### src/rtl/alu_op_sequencer_if.sv
// -----------------------------------------------------------------------------
// alu_op_sequencer_if
//
// Bundles every non-clock signal of alu_op_sequencer into one interface.
//
// Signal groups:
//   Request channel  : req_valid, req_ready, req_op[3:0], req_a[N-1:0], req_b[N-1:0]
//   Response channel : rsp_valid, rsp_ready, rsp_result[N-1:0], rsp_carry, rsp_illegal
//   ALU connection   : alu_a, alu_b, alu_carry_in, alu_operation[3:0]  (sequencer -> ALU)
//                      alu_out, alu_carry_out                           (ALU -> sequencer)
//
// Modports:
//   slave  : the sequencer. It consumes requests, produces responses and
//            drives the ALU inputs.
//   master : the environment around it. This is the request producer, the
//            response consumer and the ALU itself.
// -----------------------------------------------------------------------------
interface alu_op_sequencer_if #(
    parameter int N = 64
);
    // Request channel
    logic         req_valid;
    logic         req_ready;
    logic [3:0]   req_op;
    logic [N-1:0] req_a;
    logic [N-1:0] req_b;

    // ALU connection
    logic [N-1:0] alu_a;
    logic [N-1:0] alu_b;
    logic         alu_carry_in;
    logic [3:0]   alu_operation;
    logic [N-1:0] alu_out;
    logic         alu_carry_out;

    // Response channel
    logic         rsp_valid;
    logic         rsp_ready;
    logic [N-1:0] rsp_result;
    logic         rsp_carry;
    logic         rsp_illegal;

    modport slave (
        input  req_valid, req_op, req_a, req_b,
        output req_ready,
        output alu_a, alu_b, alu_carry_in, alu_operation,
        input  alu_out, alu_carry_out,
        output rsp_valid, rsp_result, rsp_carry, rsp_illegal,
        input  rsp_ready
    );

    modport master (
        output req_valid, req_op, req_a, req_b,
        input  req_ready,
        input  alu_a, alu_b, alu_carry_in, alu_operation,
        output alu_out, alu_carry_out,
        input  rsp_valid, rsp_result, rsp_carry, rsp_illegal,
        output rsp_ready
    );
endinterface

### src/rtl/alu_op_sequencer.sv
// -----------------------------------------------------------------------------
// alu_op_sequencer
//
// Multi-cycle execute-stage sequencer placed in front of an N-bit ripple-carry
// ALU. It accepts one RISC-V integer op at a time. It runs that op as a
// sequence of ALU passes, or as a run of internal one-bit right shifts. It then
// returns the result over a valid/ready response channel.
//
// The ALU Operation input is encoded {Ainvert, Binvert, sel[1:0]}:
//   sel 00 = AND, sel 01 = OR, sel 10 = ADD.
// The ALU has no XOR and no compare or shift-left function. Those ops are
// built from several passes:
//   XOR  : t = a & b, u = a | b, result = u & ~t
//   SLT  : one subtract pass, then a sign/overflow fix-up
//   SLTU : one subtract pass, result = ~carry_out
//   SLL  : shamt passes of acc + acc
// SRL and SRA never use the ALU. They shift an accumulator right by one bit
// per cycle.
//
// Ports:
//   clk    : clock
//   rst_n  : asynchronous active-low reset. It discards any in-flight op.
//   bus    : alu_op_sequencer_if.slave, carrying these signal groups:
//              request  : req_valid / req_ready / req_op / req_a / req_b
//              ALU      : alu_a / alu_b / alu_carry_in / alu_operation
//                         (driven), alu_out / alu_carry_out (sampled)
//              response : rsp_valid / rsp_ready / rsp_result / rsp_carry /
//                         rsp_illegal
//
// Opcodes: 0 ADD, 1 SUB, 2 AND, 3 OR, 4 XOR, 5 SLT, 6 SLTU, 7 SLL, 8 SRL,
//          9 SRA. Opcodes 10-15 are illegal: the response is 0 with
//          rsp_illegal set.
// -----------------------------------------------------------------------------
module alu_op_sequencer #(
    parameter int N       = 64,
    parameter int SHAMT_W = 6
) (
    input  logic              clk,
    input  logic              rst_n,
    alu_op_sequencer_if.slave bus
);

    // Request opcodes
    localparam logic [3:0] OP_ADD  = 4'd0;
    localparam logic [3:0] OP_SUB  = 4'd1;
    localparam logic [3:0] OP_AND  = 4'd2;
    localparam logic [3:0] OP_OR   = 4'd3;
    localparam logic [3:0] OP_XOR  = 4'd4;
    localparam logic [3:0] OP_SLT  = 4'd5;
    localparam logic [3:0] OP_SLTU = 4'd6;
    localparam logic [3:0] OP_SLL  = 4'd7;
    localparam logic [3:0] OP_SRL  = 4'd8;
    localparam logic [3:0] OP_SRA  = 4'd9;

    // ALU Operation codes, {Ainvert, Binvert, sel[1:0]}
    localparam logic [3:0] ALU_AND  = 4'b0000;
    localparam logic [3:0] ALU_OR   = 4'b0001;
    localparam logic [3:0] ALU_ADD  = 4'b0010;
    localparam logic [3:0] ALU_SUB  = 4'b0110;  // a + ~b + 1 (needs carry-in 1)
    localparam logic [3:0] ALU_ANDN = 4'b0100;  // a & ~b

    typedef enum logic [1:0] {
        IDLE  = 2'd0,
        EXEC  = 2'd1,
        SHIFT = 2'd2,
        DONE  = 2'd3
    } state_t;

    state_t             state_q, state_d;

    // Captured request and working registers
    logic [3:0]         op_q;
    logic [N-1:0]       acc_q;      // operand A, then the SLL/SRL/SRA accumulator
    logic [N-1:0]       b_q;
    logic [N-1:0]       t_q;        // XOR partial: a & b
    logic [N-1:0]       u_q;        // XOR partial: a | b
    logic [SHAMT_W-1:0] shamt_q;
    logic [SHAMT_W-1:0] pass_q;
    logic               sign_q;     // original a[N-1]; the SRA fill bit

    // Response registers
    logic [N-1:0]       res_q;
    logic               carry_q;
    logic               illegal_q;

    // Combinational ALU drive and per-pass decode
    logic [N-1:0]       alu_a_c;
    logic [N-1:0]       alu_b_c;
    logic               alu_cin_c;
    logic [3:0]         alu_op_c;
    logic               exec_last;
    logic               last_step;
    logic               ovf;
    logic [N-1:0]       exec_result;
    logic               exec_carry;
    logic               req_illegal;
    logic               shift_fill;

    // One-bit logical/arithmetic right shift with an explicit fill bit.
    function automatic logic [N-1:0] shr1(input logic [N-1:0] v, input logic fill);
        return {fill, v[N-1:1]};
    endfunction

    assign req_illegal = (bus.req_op > OP_SRA);
    assign shift_fill  = (op_q == OP_SRA) && sign_q;

    // shamt == 0 still needs one cycle. Otherwise the last step is pass shamt-1.
    assign last_step = (shamt_q == '0) || (pass_q == shamt_q - SHAMT_W'(1));

    // Signed overflow of the subtract pass: the operand signs differ and the
    // difference's sign differs from a's sign.
    assign ovf = (acc_q[N-1] != b_q[N-1]) && (bus.alu_out[N-1] != acc_q[N-1]);

    // ---------------------------------------------------------------------
    // FSM state register
    // ---------------------------------------------------------------------
    always_ff @(posedge clk or negedge rst_n) begin
        if (!rst_n) begin
            state_q <= IDLE;
        end else begin
            state_q <= state_d;
        end
    end

    // ---------------------------------------------------------------------
    // Next state, ALU pass programs and result decode
    // ---------------------------------------------------------------------
    always_comb begin
        state_d     = state_q;
        alu_a_c     = '0;
        alu_b_c     = '0;
        alu_cin_c   = 1'b0;
        alu_op_c    = ALU_AND;
        exec_last   = 1'b1;
        exec_result = bus.alu_out;
        exec_carry  = 1'b0;

        case (state_q)
            IDLE: begin
                if (bus.req_valid) begin
                    if (req_illegal) begin
                        state_d = DONE;
                    end else if ((bus.req_op == OP_SRL) || (bus.req_op == OP_SRA)) begin
                        state_d = SHIFT;
                    end else begin
                        state_d = EXEC;
                    end
                end
            end

            EXEC: begin
                case (op_q)
                    OP_ADD: begin
                        alu_a_c    = acc_q;
                        alu_b_c    = b_q;
                        alu_op_c   = ALU_ADD;
                        exec_carry = bus.alu_carry_out;
                    end
                    OP_SUB: begin
                        alu_a_c    = acc_q;
                        alu_b_c    = b_q;
                        alu_cin_c  = 1'b1;
                        alu_op_c   = ALU_SUB;
                        exec_carry = bus.alu_carry_out;
                    end
                    OP_AND: begin
                        alu_a_c  = acc_q;
                        alu_b_c  = b_q;
                        alu_op_c = ALU_AND;
                    end
                    OP_OR: begin
                        alu_a_c  = acc_q;
                        alu_b_c  = b_q;
                        alu_op_c = ALU_OR;
                    end
                    OP_XOR: begin
                        exec_last = (pass_q == SHAMT_W'(2));
                        case (pass_q)
                            SHAMT_W'(0): begin
                                alu_a_c  = acc_q;
                                alu_b_c  = b_q;
                                alu_op_c = ALU_AND;
                            end
                            SHAMT_W'(1): begin
                                alu_a_c  = acc_q;
                                alu_b_c  = b_q;
                                alu_op_c = ALU_OR;
                            end
                            default: begin
                                // (a | b) & ~(a & b)
                                alu_a_c  = u_q;
                                alu_b_c  = t_q;
                                alu_op_c = ALU_ANDN;
                            end
                        endcase
                    end
                    OP_SLT: begin
                        alu_a_c     = acc_q;
                        alu_b_c     = b_q;
                        alu_cin_c   = 1'b1;
                        alu_op_c    = ALU_SUB;
                        exec_result = {{(N-1){1'b0}}, bus.alu_out[N-1] ^ ovf};
                    end
                    OP_SLTU: begin
                        // No carry out of a + ~b + 1 means a borrow, i.e. a < b.
                        alu_a_c     = acc_q;
                        alu_b_c     = b_q;
                        alu_cin_c   = 1'b1;
                        alu_op_c    = ALU_SUB;
                        exec_result = {{(N-1){1'b0}}, ~bus.alu_carry_out};
                    end
                    OP_SLL: begin
                        // acc + acc doubles acc. shamt 0 is one pass of a + 0.
                        alu_a_c   = acc_q;
                        alu_b_c   = (shamt_q == '0) ? '0 : acc_q;
                        alu_op_c  = ALU_ADD;
                        exec_last = last_step;
                    end
                    default: begin
                        exec_last = 1'b1;
                    end
                endcase
                if (exec_last) begin
                    state_d = DONE;
                end
            end

            SHIFT: begin
                if (last_step) begin
                    state_d = DONE;
                end
            end

            DONE: begin
                if (bus.rsp_ready) begin
                    state_d = IDLE;
                end
            end

            default: begin
                state_d = IDLE;
            end
        endcase
    end

    // ---------------------------------------------------------------------
    // Datapath registers: request capture, pass results, response
    // ---------------------------------------------------------------------
    always_ff @(posedge clk or negedge rst_n) begin
        if (!rst_n) begin
            op_q      <= '0;
            acc_q     <= '0;
            b_q       <= '0;
            t_q       <= '0;
            u_q       <= '0;
            shamt_q   <= '0;
            pass_q    <= '0;
            sign_q    <= 1'b0;
            res_q     <= '0;
            carry_q   <= 1'b0;
            illegal_q <= 1'b0;
        end else begin
            case (state_q)
                IDLE: begin
                    if (bus.req_valid) begin
                        op_q      <= bus.req_op;
                        acc_q     <= bus.req_a;
                        b_q       <= bus.req_b;
                        shamt_q   <= bus.req_b[SHAMT_W-1:0];
                        sign_q    <= bus.req_a[N-1];
                        pass_q    <= '0;
                        res_q     <= '0;
                        carry_q   <= 1'b0;
                        illegal_q <= req_illegal;
                    end
                end

                EXEC: begin
                    pass_q <= pass_q + SHAMT_W'(1);
                    if (op_q == OP_XOR) begin
                        if (pass_q == SHAMT_W'(0)) begin
                            t_q <= bus.alu_out;
                        end
                        if (pass_q == SHAMT_W'(1)) begin
                            u_q <= bus.alu_out;
                        end
                    end
                    if (op_q == OP_SLL) begin
                        acc_q <= bus.alu_out;
                    end
                    if (exec_last) begin
                        res_q   <= exec_result;
                        carry_q <= exec_carry;
                    end
                end

                SHIFT: begin
                    pass_q <= pass_q + SHAMT_W'(1);
                    acc_q  <= shr1(acc_q, shift_fill);
                    if (last_step) begin
                        res_q <= (shamt_q == '0) ? acc_q : shr1(acc_q, shift_fill);
                    end
                end

                default: begin
                    // DONE keeps the response registers frozen until the handshake.
                end
            endcase
        end
    end

    // ALU drive is quiet (all zero) outside EXEC because the decode defaults
    // to zero in every other state.
    assign bus.alu_a         = alu_a_c;
    assign bus.alu_b         = alu_b_c;
    assign bus.alu_carry_in  = alu_cin_c;
    assign bus.alu_operation = alu_op_c;

    assign bus.req_ready   = (state_q == IDLE);
    assign bus.rsp_valid   = (state_q == DONE);
    assign bus.rsp_result  = res_q;
    assign bus.rsp_carry   = carry_q;
    assign bus.rsp_illegal = illegal_q;

endmodule

### src/flat_wrapper.sv
// flat-port wrapper written by rule: the top's interface ports become plain ports
module alu_op_sequencer_flat 
#(
    parameter int N       = 64,
    parameter int SHAMT_W = 6
)
  (clk, rst_n, bus_req_valid, bus_req_op, bus_req_a, bus_req_b, bus_req_ready, bus_alu_a, bus_alu_b, bus_alu_carry_in, bus_alu_operation, bus_alu_out, bus_alu_carry_out, bus_rsp_valid, bus_rsp_result, bus_rsp_carry, bus_rsp_illegal, bus_rsp_ready);
  alu_op_sequencer_if #(.N(N)) bus_i ();
  input  logic clk;
  input  logic rst_n;
  input wire logic [$bits(bus_i.req_valid)-1:0] bus_req_valid;
  input wire logic [$bits(bus_i.req_op)-1:0] bus_req_op;
  input wire logic [$bits(bus_i.req_a)-1:0] bus_req_a;
  input wire logic [$bits(bus_i.req_b)-1:0] bus_req_b;
  output wire logic [$bits(bus_i.req_ready)-1:0] bus_req_ready;
  output wire logic [$bits(bus_i.alu_a)-1:0] bus_alu_a;
  output wire logic [$bits(bus_i.alu_b)-1:0] bus_alu_b;
  output wire logic [$bits(bus_i.alu_carry_in)-1:0] bus_alu_carry_in;
  output wire logic [$bits(bus_i.alu_operation)-1:0] bus_alu_operation;
  input wire logic [$bits(bus_i.alu_out)-1:0] bus_alu_out;
  input wire logic [$bits(bus_i.alu_carry_out)-1:0] bus_alu_carry_out;
  output wire logic [$bits(bus_i.rsp_valid)-1:0] bus_rsp_valid;
  output wire logic [$bits(bus_i.rsp_result)-1:0] bus_rsp_result;
  output wire logic [$bits(bus_i.rsp_carry)-1:0] bus_rsp_carry;
  output wire logic [$bits(bus_i.rsp_illegal)-1:0] bus_rsp_illegal;
  input wire logic [$bits(bus_i.rsp_ready)-1:0] bus_rsp_ready;
  assign bus_i.req_valid = bus_req_valid;
  assign bus_i.req_op = bus_req_op;
  assign bus_i.req_a = bus_req_a;
  assign bus_i.req_b = bus_req_b;
  assign bus_req_ready = bus_i.req_ready;
  assign bus_alu_a = bus_i.alu_a;
  assign bus_alu_b = bus_i.alu_b;
  assign bus_alu_carry_in = bus_i.alu_carry_in;
  assign bus_alu_operation = bus_i.alu_operation;
  assign bus_i.alu_out = bus_alu_out;
  assign bus_i.alu_carry_out = bus_alu_carry_out;
  assign bus_rsp_valid = bus_i.rsp_valid;
  assign bus_rsp_result = bus_i.rsp_result;
  assign bus_rsp_carry = bus_i.rsp_carry;
  assign bus_rsp_illegal = bus_i.rsp_illegal;
  assign bus_i.rsp_ready = bus_rsp_ready;
  alu_op_sequencer #(.N(N), .SHAMT_W(SHAMT_W)) u_core (.clk(clk), .rst_n(rst_n), .bus(bus_i));
endmodule
### config.mk
export PLATFORM = sky130hd
export DESIGN_NAME = alu_op_sequencer_flat
export DESIGN_NICKNAME = d
export VERILOG_FILES = /design/src/rtl/alu_op_sequencer_if.sv /design/src/rtl/alu_op_sequencer.sv /design/src/flat_wrapper.sv
export SDC_FILE = /design/constraint.sdc
export NUM_CORES = 1
export LEC_CHECK = 0
export CAP_MARGIN = 30
export CORE_ASPECT_RATIO = 1.1
export CORE_UTILIZATION = 46
export CTS_BUF_LIST = sky130_fd_sc_hd__clkbuf_16
export DETAILED_ROUTE_END_ITERATION = 6
export PLACE_DENSITY = 0.77
export SYNTH_ARGS = -nofsm -noshare
export SYNTH_HDL_FRONTEND = slang
export SYNTH_SLANG_ARGS = --single-unit
### constraint.sdc
create_clock -name clk -period 2.33 [get_ports clk]
set_input_delay 0.3495 -clock clk [delete_from_list [all_inputs] [get_ports clk]]
set_output_delay 0.3495 -clock clk [all_outputs]
set_load 0.02 [all_outputs]
# ---- Word level (Yosys, flattened, before mapping)
# Index checks and enable logic that the tools add are counted.
dict set report word_totals {
  ff_bits 341
  in_bits 201
  word_cells 104
}
dict set report op_classes {
  n_addsub 2
  n_lt_le_gt_ge 1
  eq_ne 24
  n_mux 37
  bitwise_logic 2
  n_reduce_logical 26
}
# op n
set op_table {}
lappend op_table {{$mux 64} 11}
lappend op_table {{$pmux 64 s3} 3}
lappend op_table {{$pmux 64 s2} 2}
lappend op_table {{$eq 4x3->1 const B} 4}
lappend op_table {{$pmux 4 s4} 1}
lappend op_table {{$eq 4x4->1 const B} 3}
lappend op_table {{$logic_not 6->1} 2}
lappend op_table {{$mux 2} 6}
lappend op_table {{$pmux 6 s2} 1}
lappend op_table {{$reduce_and 3->1} 4}
lappend op_table {{$ne 2x1->1 const B} 5}
lappend op_table {{$eq 4x2->1 const B} 2}
lappend op_table {{$pmux 2 s4} 1}
lappend op_table {{$reduce_and 4->1} 2}
lappend op_table {{$reduce_or 2->1} 4}
lappend op_table {{$mux 1} 7}
lappend op_table {{$reduce_or 7->1} 1}
lappend op_table {{$add 6x1->6 const B} 1}
lappend op_table {{$eq 6x1->1 const B} 1}
lappend op_table {{$eq 6x2->1 const B} 1}
lappend op_table {{$eq 6x6->1} 1}
lappend op_table {{$mux 6} 1}
lappend op_table {{$pmux 3 s2} 1}
lappend op_table {{$reduce_or 6->1} 1}
lappend op_table {{other kinds (19)} 26}

# ---- Longest topological paths before layout
dict set report depth {
  word_depth 8
  ltp_mapped 11
}

# ---- Worst setup path after synthesis
# Ideal clock, no wire load.
dict set report synth_timing {
  path_kind {register to output}
  from {reg u_core.pass_q[2]}
  to {out bus_alu_a[13]}
  arrival_ns 2.118
  required_ns 1.980
  slack_ns -0.138
  stages_incl_launch_ff 9
  n_path_buf 3
  path_cell_list {dfrtp_1 buf_6 nor4_4 o21ai_1 buf_2 a21oi_2 clkbuf_1 a22oi_1 nor2_1}
}
dict set report synth_via {
  elab_chain_len 5
}
# item line
set synth_lines {}
lappend synth_lines {{from (decl)} alu_op_sequencer.sv:78} ;# logic [SHAMT_W-1:0] pass_q;
lappend synth_lines {{from (signal assigned)} alu_op_sequencer.sv:279} ;# pass_q <= pass_q + SHAMT_W'(1);
lappend synth_lines {{from (signal assigned)} alu_op_sequencer.sv:298} ;# pass_q <= pass_q + SHAMT_W'(1);
lappend synth_lines {{$eq 6x1->1 / $logic_not 6->1 (equally long branches)} alu_op_sequencer.sv:178} ;# case (pass_q)
lappend synth_lines {{$reduce_or 2->1 (no line) *} n/a}
lappend synth_lines {{$mux 64 *} alu_op_sequencer.sv:178}
lappend synth_lines {{$pmux 64 s2 *} alu_op_sequencer.sv:152} ;# case (op_q)
lappend synth_lines {{$mux 64 *} alu_op_sequencer.sv:138} ;# case (state_q)
lappend synth_lines {{to (decl)} flat_wrapper.sv:16} ;# output wire logic [$bits(bus_i.alu_a)-1:0] bus_alu_a;
# Mark *: on every way between the ends. The rest lies on a longest branch, timed or not.

# ---- Final worst setup path
dict set report layout_timing {
  from {reg u_core.pass_q[2]}
  to {out bus_alu_a[1]}
}
# The elaborated chain is that of the path after synthesis.

==> qor.yml <==
run_status:
  status: "finished with violations"
  violations: "DRC, setup timing"
sta:
  layout_setup_ws_ns: -0.903
  tightestPinTransition_ns: 0.572
  fin_crit_sh_pct: 139
  skew_ns: 0.0197
  rsz0062_at_grt: "true"
  relSlewSlack_pct: 61.9
  finalCriticalPeriod_ns: 3.23
  hold_violations: 0
  slew_viol_final: 0
  fmax_mhz: 309
  finalSetupViolCount: 262
synthesis:
  dominantRegCellSynth: "dfrtp_1"
  synth_cell_types: 59
  synth_area_per_cell_um2: 10.8
  syn_inst: 1656
  synthSimpleGateAreaFrac_pct: 7.57
  async_flop_share_pct: 100
  synth_compound_area_share_pct: 20.0
  muxShareOfSynthArea_pct: 20.4
  synth-seq-cells: 335
  synth_edf_count: 0
  synthAdderAreaFrac_pct: 0.683
  syn-num-nets: 1866
  synth_top_family_by_area: "multiplexers"
  yosys_warnings: 0
  synth_xor_area_share_pct: 0.488
  seq_area_frac_synth_pct: 46.7
  synth.cell_area_um2: 18000
finish:
  layout-drive-gt1-share_pct: 45.9
  multi_input_area_um2: 10600
  syn2layout_area_growth_pct: 56.2
  fin_nets: 2395
  n_fill_cell: 2456
  regArea_um2: 8390
  final_cell_area_um2: 28100
  instances_no_fill: 2710
clock_tree:
  h-tree-depth: 2
  clock_sinks: 335
  cts_buffer_depth: 3
  path_clk_slew_ns: 0.06
  clk_latency_ns: 0.53
  cts_tree: "built"
  cts_buffers: 37
  cts_root_buffer: "clkbuf_16"
floorplanning:
  fp.dieW_um: 190
  num_io_pins: 402
  core_um2: 38300
  rows: 75
  start_util_pct: 46.9
  die_h_um: 209
  dieArea_um2: 39800
worst_setup_path:
  cp.depth: 12
  path_buf_inv: 7
  path_class: "reg -> out"
  cpPeakStageDelay_ns: 0.42
  cpMaxStageDelayCell: "dfrtp_1"
  worstRegToRegCells: 15
  start_kind: "flop"
  crit_path_max_fanout: 7
  required_ns: 1.98
  cp_common_cell: "buf_6"
  end_kind: "output port"
  crit_arrival_ns: 2.88
  path_cells: "nor4_4 > o21ai_4 > buf_12 > buf_16 > a21oi_4 > buf_6 > buf_6 > buf_12 > buf_6 > a22oi_2 > nor2_1 > buf_4"
  critical-path-top-delay-family: "buffers and inverters"
global_route:
  grt_use_met3_pct: 6.95
  busiest_layer: "met2"
  grt_start_max_net_pins: 83
  overflow: 0
  grt_pass1_wl_mm: 109
  antenna_found_initial: 2
  grt_util_all_layers_pct: 35.9
  met2_usage_pct: 58.9
  grt_pass1_vias: 17900
  use_met1_pct: 44.2
drt:
  wl_mm: 78.9
  vias: 18000
  postRouteAntennaNets: 0
  drt_iter0_markers: 2190
  wl_per_cell_um: 29.1
  drc: 4
  firstDrtPassIters: 7
  viasPerCell: 6.63
placement:
  numPortBuffers: 400
  dp_hpwl_mm: 42.8
  postPlaceCellArea_um2: 23500
  place.gp.congestion: 0.893
  place_inst: 2515
power:
  peakVddDrop_mv: 0.986
  power_density_nw_per_um2: 1700
  finalPower_mw: 47.6
  cellLeakagePower_nw: 11.6
flow_run:
  drv_cap: 0
hold_path:
  hp-class: "in -> async"
[where the power goes]
part / internal, mW / switching [mW]
registers: 8.51 / 2.76
logic: 14.5 / 16.0
clock network: 3.31 / 2.46
total: 26.3 / 21.3
[final cells by class]
type	count	area share, %
antenna	2	0.0178
inverter	13	0.183
multi-input combinational	1151	37.8
clock inverter	25	0.749
clock buffer	37	3.30
tap	500	2.23
timing repair buffer	647	25.8
sequential	335	29.9
[per-stage QoR]
step	worst slack [ns]	hold WS, ns	utilization [%]	TNS (ns)
after floorplan	-0.0616	0.0539	-	-0.756
after global placement	-0.597	0.256	61.3	-95.81
after detailed placement	-0.646	0.258	61.3	-106.36
after CTS	-0.813	0.303	69.0	-119.63
after global routing	-0.967	0.324	73.3	-154.77
final	-0.903	0.297	73.3	-135.77
[state kept, by name (all words and copies together) (netlist names), 2 cells and up]
register / count
u_core.u_q: 64
u_core.shamt_q: 5
u_core.bus.rsp_result: 64
u_core.acc_q: 64
u_core.state_q: 2
u_core.pass_q: 6
u_core.op_q: 4
u_core.b_q: 59
u_core.t_q: 64
[worst paths after layout]
kind / startpoint / endpoint / slack (ns)
max in group asynchronous: rst_n / u_core.acc_q[0] / 1.30
hold reg to reg: u_core.bus.rsp_result[25] / u_core.bus.rsp_result[25] / 0.49
hold / removal: rst_n / u_core.u_q[57] / 0.30
setup / recovery: u_core.pass_q[2] / bus_alu_a[1] / -0.90
setup reg to reg: u_core.op_q[1] / u_core.bus.rsp_result[58] / -0.33
min in group clk: bus_req_b[52] / u_core.b_q[52] / 0.43
[cells by family after synthesis]
| family | after synthesis |
|---|---|
| adders and majority gates | 10 |
| and+or+nand+nor | 322 |
| other | 1 |
| muxes | 326 |
| xor gates and xnor gates | 10 |
| buffers and inverters | 172 |
| AOI/OAI and AO/OA | 480 |
| DFF | 335 |
[layer usage]
metal  part of all wire, %  vias up
met4                   7.3        0
met3                    11      388
met5                     0        -
li1                      -     7294
met1                    35     8725
met2                    47     1561
[what timing repair did]
item / CTS / global route
cloned: 30 / 20
setup endpoints to repair: 231 / 360
pin swaps: 108 / 121
buffers inserted: 48 / 44
resized for setup: 772 / 226
endpoints found under the hold margin: 26 / 0
hold buffers: 1 / 0
[Yosys cell counts (all sizes together), types with 2 or more instances]
cell     number  area (um^2)
a32oi         2         17.5
a21oi         8         43.8
a31o          2         17.5
a211oi        2         15.0
o31ai         2         15.0
nand2b        3         18.8
o2bb2ai      64          636
ha            9          113
xnor2         7         61.3
buf          50          287
o21ai       136          692
mux2i         2         20.0
a222oi       64          641
a31oi         2         12.5
nor3          2         10.0
nor3b         3         27.5
clkbuf      109          409
nand4         4         25.0
dfrtp       335         8380
nand3         7         47.6
or3           2         17.5
nor2        145          544
a22oi       189         1420
inv          13         48.8
nand2       143          544
nor2b         3         18.8
mux2        324         3650
or4           3         26.3
and3          2         12.5
xor2          3         26.3
[cell usage in the layout, fill, tap and decap left out, drive strengths merged, types with 3 or more instances in the layout]
cell / instances
nand4: 4
or4: 3
clkdlybuf4s50: 267
a21oi: 8
clkbuf: 51
nor2: 145
buf: 361
dfrtp: 335
mux2: 324
xnor2: 7
nand2b: 3
nand2: 144
nand3: 7
inv: 23
o21ai: 136
o2bb2ai: 64
nor2b: 3
a222oi: 64
ha: 9
a22oi: 189
bufinv: 4
clkinv: 10
xor2: 3
nor3b: 3
Power figures use the tool's default switching activity.
